===== src/rtl/dtcm_lsu_pkg.sv =====
`default_nettype none
// ============================================================================
// Module   : dtcm_lsu_pkg
// Brief    : Shared types and constants for the DTCM load/store unit.
// Revision : 1.0 - initial release
// ============================================================================
package dtcm_lsu_pkg;

    // DTCM geometry defaults
    localparam int c_DTCM_AW = 14;
    localparam int c_DTCM_DW = 32;
    localparam int c_DTCM_MW = c_DTCM_DW / 8;

    // Access size encodings
    localparam logic [1:0] c_SZ_BYTE = 2'b00;
    localparam logic [1:0] c_SZ_HALF = 2'b01;
    localparam logic [1:0] c_SZ_WORD = 2'b10;
    localparam logic [1:0] c_SZ_ILL  = 2'b11;

    // FSM state encodings
    typedef enum logic [1:0] {
        ST_IDLE = 2'd0,
        ST_ACC  = 2'd1,
        ST_HOLD = 2'd2
    } lsu_state_e;

    // An access is in error when its size is illegal or it is not naturally aligned
    function automatic logic is_misaligned(input logic [1:0] off, input logic [1:0] size);
        logic r;
        r = 1'b0;
        case (size)
            c_SZ_HALF: r = off[0];
            c_SZ_WORD: r = (off != 2'b00);
            c_SZ_ILL:  r = 1'b1;
            default:   r = 1'b0;
        endcase
        return r;
    endfunction

endpackage
`default_nettype wire


===== src/rtl/dtcm_lsu_rdata_align.sv =====
`default_nettype none
// ============================================================================
// Module   : lsu_rdata_align
// Brief    : Selects the addressed lane of a RAM word and sign/zero extends it.
// Revision : 1.0 - initial release
// ============================================================================
module lsu_rdata_align
    import dtcm_lsu_pkg::*;
#(
    parameter int DW = c_DTCM_DW
) (
    input  logic [DW-1:0] dout,
    input  logic [1:0]    offset,
    input  logic [1:0]    size,
    input  logic          is_unsigned,
    output logic [DW-1:0] rdata
);

    logic [7:0]  w_byte;
    logic [15:0] w_half;

    // Lane extraction followed by extension according to the access size
    always_comb begin
        w_byte = dout[{offset, 3'b000} +: 8];
        w_half = offset[1] ? dout[31:16] : dout[15:0];
        case (size)
            c_SZ_BYTE: rdata = {{24{~is_unsigned & w_byte[7]}}, w_byte};
            c_SZ_HALF: rdata = {{16{~is_unsigned & w_half[15]}}, w_half};
            default:   rdata = dout;
        endcase
    end

endmodule
`default_nettype wire


===== src/rtl/dtcm_lsu.sv =====
`default_nettype none
// ============================================================================
// Module   : dtcm_lsu
// Brief    : Single-outstanding load/store unit in front of a 1-cycle DTCM.
// Revision : 1.0 - initial release
// ============================================================================
module dtcm_lsu
    import dtcm_lsu_pkg::*;
#(
    parameter int AW = c_DTCM_AW,
    parameter int DW = c_DTCM_DW,
    parameter int MW = c_DTCM_MW
) (
    input  logic          clk,
    input  logic          rst_n,
    input  logic          lsu_req_valid,
    output logic          lsu_req_ready,
    input  logic          lsu_req_we,
    input  logic [31:0]   lsu_req_addr,
    input  logic [1:0]    lsu_req_size,
    input  logic          lsu_req_unsigned,
    input  logic [31:0]   lsu_req_wdata,
    output logic          lsu_rsp_valid,
    input  logic          lsu_rsp_ready,
    output logic [31:0]   lsu_rsp_rdata,
    output logic          lsu_rsp_err,
    output logic          ram_we,
    output logic [AW-1:0] ram_addr,
    output logic [DW-1:0] ram_din,
    output logic [MW-1:0] ram_wem,
    input  logic [DW-1:0] ram_dout
);

    lsu_state_e    r_state;
    logic [AW-1:0] r_addr;
    logic [1:0]    r_off;
    logic [1:0]    r_size;
    logic          r_uns;
    logic          r_we;
    logic          r_err;
    logic [31:0]   r_hold;

    logic          w_rsp_hs;
    logic          w_accept;
    logic          w_mis;
    logic [31:0]   w_fmt;
    logic [31:0]   w_acc_data;
    logic          w_unused_addr;

    // Address bits above the DTCM window are deliberately ignored
    assign w_unused_addr = ^lsu_req_addr[31:AW+2];

    assign lsu_rsp_valid = (r_state != ST_IDLE);
    assign w_rsp_hs      = lsu_rsp_valid & lsu_rsp_ready;
    // Reset gates acceptance so nothing reaches the RAM while rst_n is low
    assign lsu_req_ready = rst_n & ((r_state == ST_IDLE) | w_rsp_hs);
    assign w_accept      = lsu_req_valid & lsu_req_ready;
    assign w_mis         = is_misaligned(lsu_req_addr[1:0], lsu_req_size);

    assign ram_we   = w_accept & lsu_req_we & ~w_mis;
    assign ram_addr = w_accept ? lsu_req_addr[AW+1:2] : r_addr;

    // Store lane mask and replicated write data
    always_comb begin
        ram_wem = '0;
        ram_din = lsu_req_wdata;
        case (lsu_req_size)
            c_SZ_BYTE: begin
                ram_wem = MW'(4'b0001 << lsu_req_addr[1:0]);
                ram_din = {4{lsu_req_wdata[7:0]}};
            end
            c_SZ_HALF: begin
                ram_wem = lsu_req_addr[1] ? 4'b1100 : 4'b0011;
                ram_din = {2{lsu_req_wdata[15:0]}};
            end
            c_SZ_WORD: begin
                ram_wem = 4'b1111;
                ram_din = lsu_req_wdata;
            end
            default: begin
                ram_wem = '0;
                ram_din = lsu_req_wdata;
            end
        endcase
    end

    lsu_rdata_align #(
        .DW (DW)
    ) u_align (
        .dout        (ram_dout),
        .offset      (r_off),
        .size        (r_size),
        .is_unsigned (r_uns),
        .rdata       (w_fmt)
    );

    // Stores and errored accesses always return zero data
    assign w_acc_data = (r_we | r_err) ? 32'h0 : w_fmt;

    // Response data: live RAM lane in ACC, captured copy while stalled in HOLD
    always_comb begin
        case (r_state)
            ST_ACC:  lsu_rsp_rdata = w_acc_data;
            ST_HOLD: lsu_rsp_rdata = r_hold;
            default: lsu_rsp_rdata = 32'h0;
        endcase
    end

    assign lsu_rsp_err = lsu_rsp_valid & r_err;

    // Request capture, response holding and state sequencing
    always_ff @(posedge clk or negedge rst_n) begin
        if (!rst_n) begin
            r_state <= ST_IDLE;
            r_addr  <= '0;
            r_off   <= '0;
            r_size  <= '0;
            r_uns   <= 1'b0;
            r_we    <= 1'b0;
            r_err   <= 1'b0;
            r_hold  <= '0;
        end else begin
            if (w_accept) begin
                r_addr <= lsu_req_addr[AW+1:2];
                r_off  <= lsu_req_addr[1:0];
                r_size <= lsu_req_size;
                r_uns  <= lsu_req_unsigned;
                r_we   <= lsu_req_we;
                r_err  <= w_mis;
            end
            case (r_state)
                ST_IDLE: begin
                    if (w_accept) r_state <= ST_ACC;
                end
                ST_ACC: begin
                    if (lsu_rsp_ready) begin
                        r_state <= w_accept ? ST_ACC : ST_IDLE;
                    end else begin
                        r_hold  <= w_acc_data;
                        r_state <= ST_HOLD;
                    end
                end
                ST_HOLD: begin
                    if (lsu_rsp_ready) r_state <= w_accept ? ST_ACC : ST_IDLE;
                end
                default: r_state <= ST_IDLE;
            endcase
        end
    end

endmodule
`default_nettype wire


===== config.mk =====
export PLATFORM = sky130hd
export DESIGN_NAME = dtcm_lsu
export DESIGN_NICKNAME = d
export VERILOG_FILES = /design/src/rtl/dtcm_lsu_pkg.sv /design/src/rtl/dtcm_lsu_rdata_align.sv /design/src/rtl/dtcm_lsu.sv
export SDC_FILE = /design/constraint.sdc
export NUM_CORES = 1
export LEC_CHECK = 0
export CORE_MARGIN = 2
export CORE_UTILIZATION = 44
export CTS_CLUSTER_DIAMETER = 60
export CTS_CLUSTER_SIZE = 14
export DETAILED_ROUTE_END_ITERATION = 10
export MAX_ROUTING_LAYER = met4
export PLACE_DENSITY = 0.84
export SYNTH_ARGS = -nofsm -noshare
export SYNTH_HDL_FRONTEND = slang
export SYNTH_HIERARCHICAL = 1
export SYNTH_SLANG_ARGS = --single-unit

===== constraint.sdc =====
create_clock -name clk -period 3 [get_ports clk]
set_input_delay 0.45 -clock clk [delete_from_list [all_inputs] [get_ports clk]]
set_output_delay 0.45 -clock clk [all_outputs]
set_load 0.01 [all_outputs]

==> results of run 1 <==
==> repair_timing <==
item,in CTS,in global routing
pin swaps,0,1
setup endpoints to repair,17,26
buffers inserted,1,6
resized for setup,14,22
==> metal layers <==
metal	up-vias	track usage (%)
met1	1917	31.12
met2	229	47.17
met5	-	-
met4	0	5.092
met3	31	5.324
li1	1793	-
==> logic make-up after synthesis <==
kind of cell	count (synthesis)	share of synthesized area [%]
AO/OA/AOI/OAI	122	24.58
buffers and inverters	50	7.014
multiplexers	47	13.60
flip-flops	55	36.05
adder cells (fa/ha/maj)	4	1.311
AND/OR/NAND/NOR	129	17.44
==> power by group through the flow <==
| stage | sequential (W) | clock (W) | combinational, W |
|---|---|---|---|
| floorplan | 0.00112 | 0 | 0.00126 |
| global placement | 0.00116 | 0 | 0.00193 |
| CTS | 0.00118 | 0.000422 | 0.00202 |
| finish | 0.00117 | 0.000410 | 0.00213 |
| global route | 0.00120 | 0.000453 | 0.00230 |
| detailed placement | 0.00119 | 0 | 0.00199 |
==> layout make-up <==
| cell class | count | area [um2] |
|---|---|---|
| clock buffer | 6 | 72.57 |
| clock inverter | 2 | 12.51 |
| fill | 634 | 2425 |
| inverter | 7 | 26.28 |
| multi-input combinational | 302 | 2221 |
| sequential | 55 | 1380 |
| tap | 105 | 131.4 |
| timing repair buffer | 204 | 2031 |
==> worst paths after layout <==
path | cells past startpoint | from | slack (ns) | endpoint
min | 2 | rst_n | 0.13 | r_hold[3]$_DFFE_PN0P_
min reg2reg | 1 | r_addr[6]$_DFF_PN0_ | 0.50 | r_addr[6]$_DFF_PN0_
max in group asynchronous | 3 | rst_n | 2.04 | r_hold[31]$_DFFE_PN0P_
max | 10 | ram_dout[23] | 0.08 | lsu_rsp_rdata[12]
min in group clk | 1 | r_addr[6]$_DFF_PN0_ | 0.50 | r_addr[6]$_DFF_PN0_
max reg2reg | 7 | r_off[0]$_DFFE_PN0N_ | 1.11 | r_hold[10]$_DFFE_PN0P_
==> state kept, by name (all words and copies together), names as in the netlist <==
signal and flops:
r_addr 14, r_err 1, r_state 2, r_size 2, r_we 1, r_off 2, r_hold 32, r_uns 1
==> stage by stage <==
step	std cells	TNS [ns]	hold WS [ns]	setup WS, ns
global route	681	-0.08713	0.1399	-0.03072
detailed placement	666	-0.4918	0.4735	-0.09143
finish	681	0	0.1308	0.08051
global placement	666	0	0.4674	0.008266
CTS	675	0	0.1337	0.02578
floorplan	407	0	0.1544	1.022
==> cells in the final DEF, fill, tap and decap left out, types with 2 or more instances in the layout <==
master           instances
clkdlybuf4s50_1        153
nand2_1                 67
dfrtp_1                 52
nor2b_1                 37
a22oi_1                 36
mux2_2                  35
a22o_1                  32
buf_4                   26
o21ai_0                 13
dlymetal6s2s_1          12
mux2i_1                  9
a221o_1                  8
inv_1                    7
nor2_1                   7
dlygate4sd2_1            6
nand2b_1                 6
clkbuf_8                 5
o21a_1                   4
a21oi_1                  4
a21o_1                   4
o21ai_1                  4
buf_12                   4
ha_1                     3
dfrtp_2                  3
a2bb2oi_1                3
o22a_1                   3
a21boi_0                 2
mux2i_2                  2
nor2b_2                  2
==> results.sh, run 1 <==
export IMPL_synth_top_cell_area_share_pct=36.05
export IMPL_cpMostUsedCell="buf_4"
export IMPL_io_buffers=173
export IMPL_avgSynthCellArea_um2=9.379
export IMPL_relSlewSlack_pct=60.95
export IMPL_cts_buffers_inserted=5
export IMPL_firstDrtPassIters=5
export IMPL_fin_util_pct=70.78
export IMPL_p_comb_share_pct=57.4
export IMPL_crit_arrival_ns=2.47
export IMPL_clock_root_buffer="clkbuf_8"
export IMPL_route_antenna_remaining_nets=0
export IMPL_ys_top_cells_by_count="nand2_1 (67), dfrtp_1 (55), nor2b_1 (39), a22oi_1 (37), mux2_2 (35)"
export IMPL_top_layer="met4"
export IMPL_drc=0
export IMPL_diodes=0
export IMPL_intPower_w=0.002262
export IMPL_p_sw_share_pct=39.01
export IMPL_post_synth_top_count_cell="nand2_1"
export IMPL_finalHoldViolCount=0
export IMPL_first_global_vias=3961
export IMPL_drv_cap=0
export IMPL_p_leak_nw=2.687
export IMPL_tightestPinTransition_ns=0.5857
export IMPL_async_reset_ff_share_pct=100.0
export IMPL_synthTopCellsByArea="dfrtp_1 (36%), mux2_2 (10%), a22o_1 (7.3%)"
export IMPL_clk_transition_reported_paths_ns=0.10
export IMPL_min_period_over_period_pct=97.32
export IMPL_vias=3970
export IMPL_drt_met1_wl_um=4737
export IMPL_setup_viol=0
export IMPL_hold_buffers=0
export IMPL_path_buf_inv=4
export IMPL_antenna_found_initial=0
export IMPL_tritoncts="built"
export IMPL_fmax_mhz=342.5
export IMPL_die_area_um2=9437
export IMPL_power_total_w=0.003708
export IMPL_initial_utilization_pct=46.00
export IMPL_net_switching_power_w=0.001446
export IMPL_ys_seq_area_share_pct=36.05
export IMPL_cts_buffer_depth=2
export IMPL_power_density_nw_per_um2=631.2
export IMPL_dr_wl_met2_um=6533
export IMPL_drt_iter0_drc=255
export IMPL_cts_sinks=55
export IMPL_crit_chain="clkdlybuf4s50_1, mux2i_2, mux2_4, nor4_4, buf_4, buf_4, a221o_1, a22oi_1, nor2b_1, dlygate4sd2_1"
export IMPL_drt_total_wl_um=12570
export IMPL_placed_cell_area_um2=5670
export IMPL_synthFlopType="dfrtp_1"
export IMPL_track_usage_pct=26.44
export IMPL_clock_latency_ns=0.31
export IMPL_syn2layout_area_growth_pct=53.88
export IMPL_ys_types=42
export IMPL_rows=33
export IMPL_synthesis_area_um2=3817
export IMPL_die_h_um=97.15
export IMPL_drive_gt1_share_pct=16.67
export IMPL_ir_drop_mv=0.2971
export IMPL_dp_hpwl_um=9206
export IMPL_start_kind="input pin"
export IMPL_syn_nets=515
export IMPL_synth_warnings=6
export IMPL_die_w_um=97.15
export IMPL_io_pins=190
export IMPL_hold_path_class="in2async"
export IMPL_outcome="finished clean"
export IMPL_critPathCaptureType="output port"
export IMPL_worstPathMaxFanout=5
export IMPL_grt_pass1_wl_um=19930
export IMPL_met3_length_um=1082
export IMPL_pwr_share_seq_pct=31.6
export IMPL_yosysTopAreaCell="dfrtp_1"
export IMPL_grt_overflow_total=0
export IMPL_fin_crit_ns=2.919
export IMPL_max_stage_delay_ns=0.45
export IMPL_clock_power_share_pct=11.1
export IMPL_fin_worst_skew_ns=0.009733
export IMPL_place_gp_congestion=0.9316
export IMPL_grt_max_degree=45
export IMPL_critPathTopFamily="buffers and inverters"
export IMPL_core_area_um2=8299
export IMPL_drv_slew=0
export IMPL_synth_edf_count=0
export IMPL_required_ns=2.55
export IMPL_syn_inst=407
export IMPL_nets=683
export IMPL_critPathKind="in2out"
export IMPL_crit_slowest_cell="clkdlybuf4s50_1"
export IMPL_avgRoutedWirePerCell_um=18.46
export IMPL_ys_seq_elements=55
export IMPL_htreeDepth=2
export IMPL_routed_via_density=5.830
export IMPL_finish_instance_area_um2=5874
Power figures use the tool's default switching activity.
==> run 2, diff against run 1 <==
- REMOVE_ABC_BUFFERS: default -> 1
==> results.sh, run 2 (synthesis gave the netlist of run 1 again) <==
export IMPL_outcome="finished clean"
export IMPL_r2r_end="r_hold[12]$_DFFE_PN0P_"
export IMPL_track_usage_pct=24.34
export IMPL_dr_wl_met2_um=6014
export IMPL_drc=0
export IMPL_grt_pass1_wl_um=18680
export IMPL_route_antenna_remaining_nets=0
export IMPL_p_leak_nw=2.513
export IMPL_firstDrtPassIters=5
export IMPL_rows=33
export IMPL_reg2regPathDepth=8
export IMPL_io_pins=190
export IMPL_r2r_slack_ns=0.95
export IMPL_finalSetupTns_ns=0
export IMPL_max_stage_delay_ns=0.47
export IMPL_cts_buffer_depth=2
export IMPL_antenna_found_initial=0
export IMPL_regMostFlops="r_hold"
export IMPL_largestRegisters="r_hold: 32 flops, r_addr: 14 flops"
export IMPL_initial_utilization_pct=46.00
export IMPL_worst_slack_ns=0.03529
export IMPL_first_global_vias=3828
export IMPL_die_area_um2=9437
export IMPL_die_w_um=97.15
export IMPL_cts_sinks=55
export IMPL_drt_met1_wl_um=4689
export IMPL_dp_hpwl_um=8468
export IMPL_syn2layout_area_growth_pct=52.97
export IMPL_die_h_um=97.15
export IMPL_drv_cap=0
export IMPL_grt_max_degree=59
export IMPL_start_kind="input pin"
export IMPL_fmax_mhz=337.3
export IMPL_power_density_nw_per_um2=644.3
export IMPL_routed_via_density=5.730
export IMPL_diodes=0
export IMPL_rr_startpoint="r_off[0]$_DFFE_PN0N_"
export IMPL_critPathKind="in2out"
export IMPL_met3_length_um=863
export IMPL_vias=3879
export IMPL_crit_arrival_ns=2.51
export IMPL_fin_util_pct=70.36
export IMPL_nets=680
export IMPL_pre_cts_ws_ns=-0.1596
export IMPL_fill_cells=629
export IMPL_grt_overflow_total=0
export IMPL_worstPathMaxFanout=4
export IMPL_relSlewSlack_pct=51.26
export IMPL_place_gp_congestion=0.8481
export IMPL_required_ns=2.55
export IMPL_hold_path_class="in2async"
export IMPL_drv_slew=0
export IMPL_clk_transition_reported_paths_ns=0.10
export IMPL_final_common_cell="clkdlybuf4s50_1"
export IMPL_multi_input_area_um2=2227
export IMPL_startpoint="ram_dout[23]"
export IMPL_ir_drop_mv=0.3161
export IMPL_largest_reg_flops=32
export IMPL_endpoint="lsu_rsp_rdata[8]"
export IMPL_drive_gt1_share_pct=16.08
export IMPL_register_area_um2=1379
export IMPL_top_layer="met4"
export IMPL_avgRoutedWirePerCell_um=17.39
export IMPL_finalHoldViolCount=0
export IMPL_core_area_um2=8299
export IMPL_cts_buffers_inserted=5
export IMPL_clock_latency_ns=0.31
export IMPL_drt_total_wl_um=11770
export IMPL_critPathCaptureType="output port"
export IMPL_drt_iter0_drc=203
export IMPL_fin_worst_skew_ns=0.01511
export IMPL_min_period_over_period_pct=98.82
export IMPL_tightestPinTransition_ns=0.7311
export IMPL_crit_chain="clkdlybuf4s50_1, mux2i_2, mux2_4, nor4_4, buf_4, buf_12, a221o_1, a22oi_2, nor2b_1, dlygate4sd2_1"
export IMPL_layout_cells_most_common_list="clkdlybuf4s50_1 (161), nand2_1 (67), dfrtp_1 (53)"
export IMPL_crit_slowest_cell="clkdlybuf4s50_1"
export IMPL_fin_crit_ns=2.965
export IMPL_hold_buffers=0
export IMPL_htreeDepth=2
export IMPL_tritoncts="built"
export IMPL_io_buffers=173
export IMPL_clock_root_buffer="clkbuf_8"
export IMPL_setup_viol=0
[run 2: cell count changes in the layout (fill, tap and decap cells not counted), moves of 2 or more]
cell and delta:
dlygate4sd2_1 +2, buf_4 -3, clkdlybuf4s50_1 +8, a22oi_2 +3, dlymetal6s2s_1 -11, a22oi_1 -3
[run 2: layer usage]
layer	up-vias	global-route usage, %
met4	0	4.767
met2	222	42.90
met5	-	-
li1	1788	-
met3	21	3.669
met1	1848	29.86
[run 2: final cells by class]
| type | count | share of cell area, % |
|---|---|---|
| clock buffer | 6 | 1.243 |
| tap | 105 | 2.250 |
| inverter | 7 | 0.4500 |
| timing repair buffer | 201 | 33.79 |
| multi-input combinational | 302 | 38.14 |
| sequential | 55 | 23.61 |
| clock inverter | 1 | 0.5142 |
[run 2: stage by stage]
step | instances | hold WS [ns] | power, W | area (um2)
after floorplan | 364 | 0.1544 | 0.002273 | 3576
after global placement | 663 | 0.4781 | 0.003087 | 5623
after detailed placement | 663 | 0.4826 | 0.003149 | 5623
after CTS | 673 | 0.3647 | 0.003661 | 5756
after global routing | 677 | 0.3992 | 0.003993 | 5839
final | 677 | 0.3388 | 0.003763 | 5839
[run 2: report_power, final]
part           total [W]  internal, W  switching, W  leakage, nW
sequential       0.00119     0.000998      0.000189        0.703
combinational    0.00209      0.00110      0.000987         1.76
clock           0.000483     0.000245      0.000238       0.0513
total            0.00376      0.00235       0.00141         2.51
[run 2: timing repair]
action,in CTS,in global routing
endpoints found under the setup margin,10,27
setup buffers,3,4
endpoints found under the hold margin,0,0
pin swaps,0,0
gates resized for setup,12,19
[run 2: worst min path at each step]
stage                                   endpoint  slack, ns  cells after the start
after floorplan              r_addr[0]$_DFF_PN0_       0.15                      0
after global placement       r_addr[9]$_DFF_PN0_       0.48                      1
after detailed placement     r_addr[8]$_DFF_PN0_       0.48                      1
after CTS                 r_hold[12]$_DFFE_PN0P_       0.36                      2
after global routing      r_hold[16]$_DFFE_PN0P_       0.40                      2
final                     r_hold[16]$_DFFE_PN0P_       0.34                      2
[run 2: worst max-delay path: cells and delay by family]
family,cells,cell delay (ns)
compound gates,2,0.49
mux,2,0.44
simple gates,2,0.11
buf+inv,4,1.04
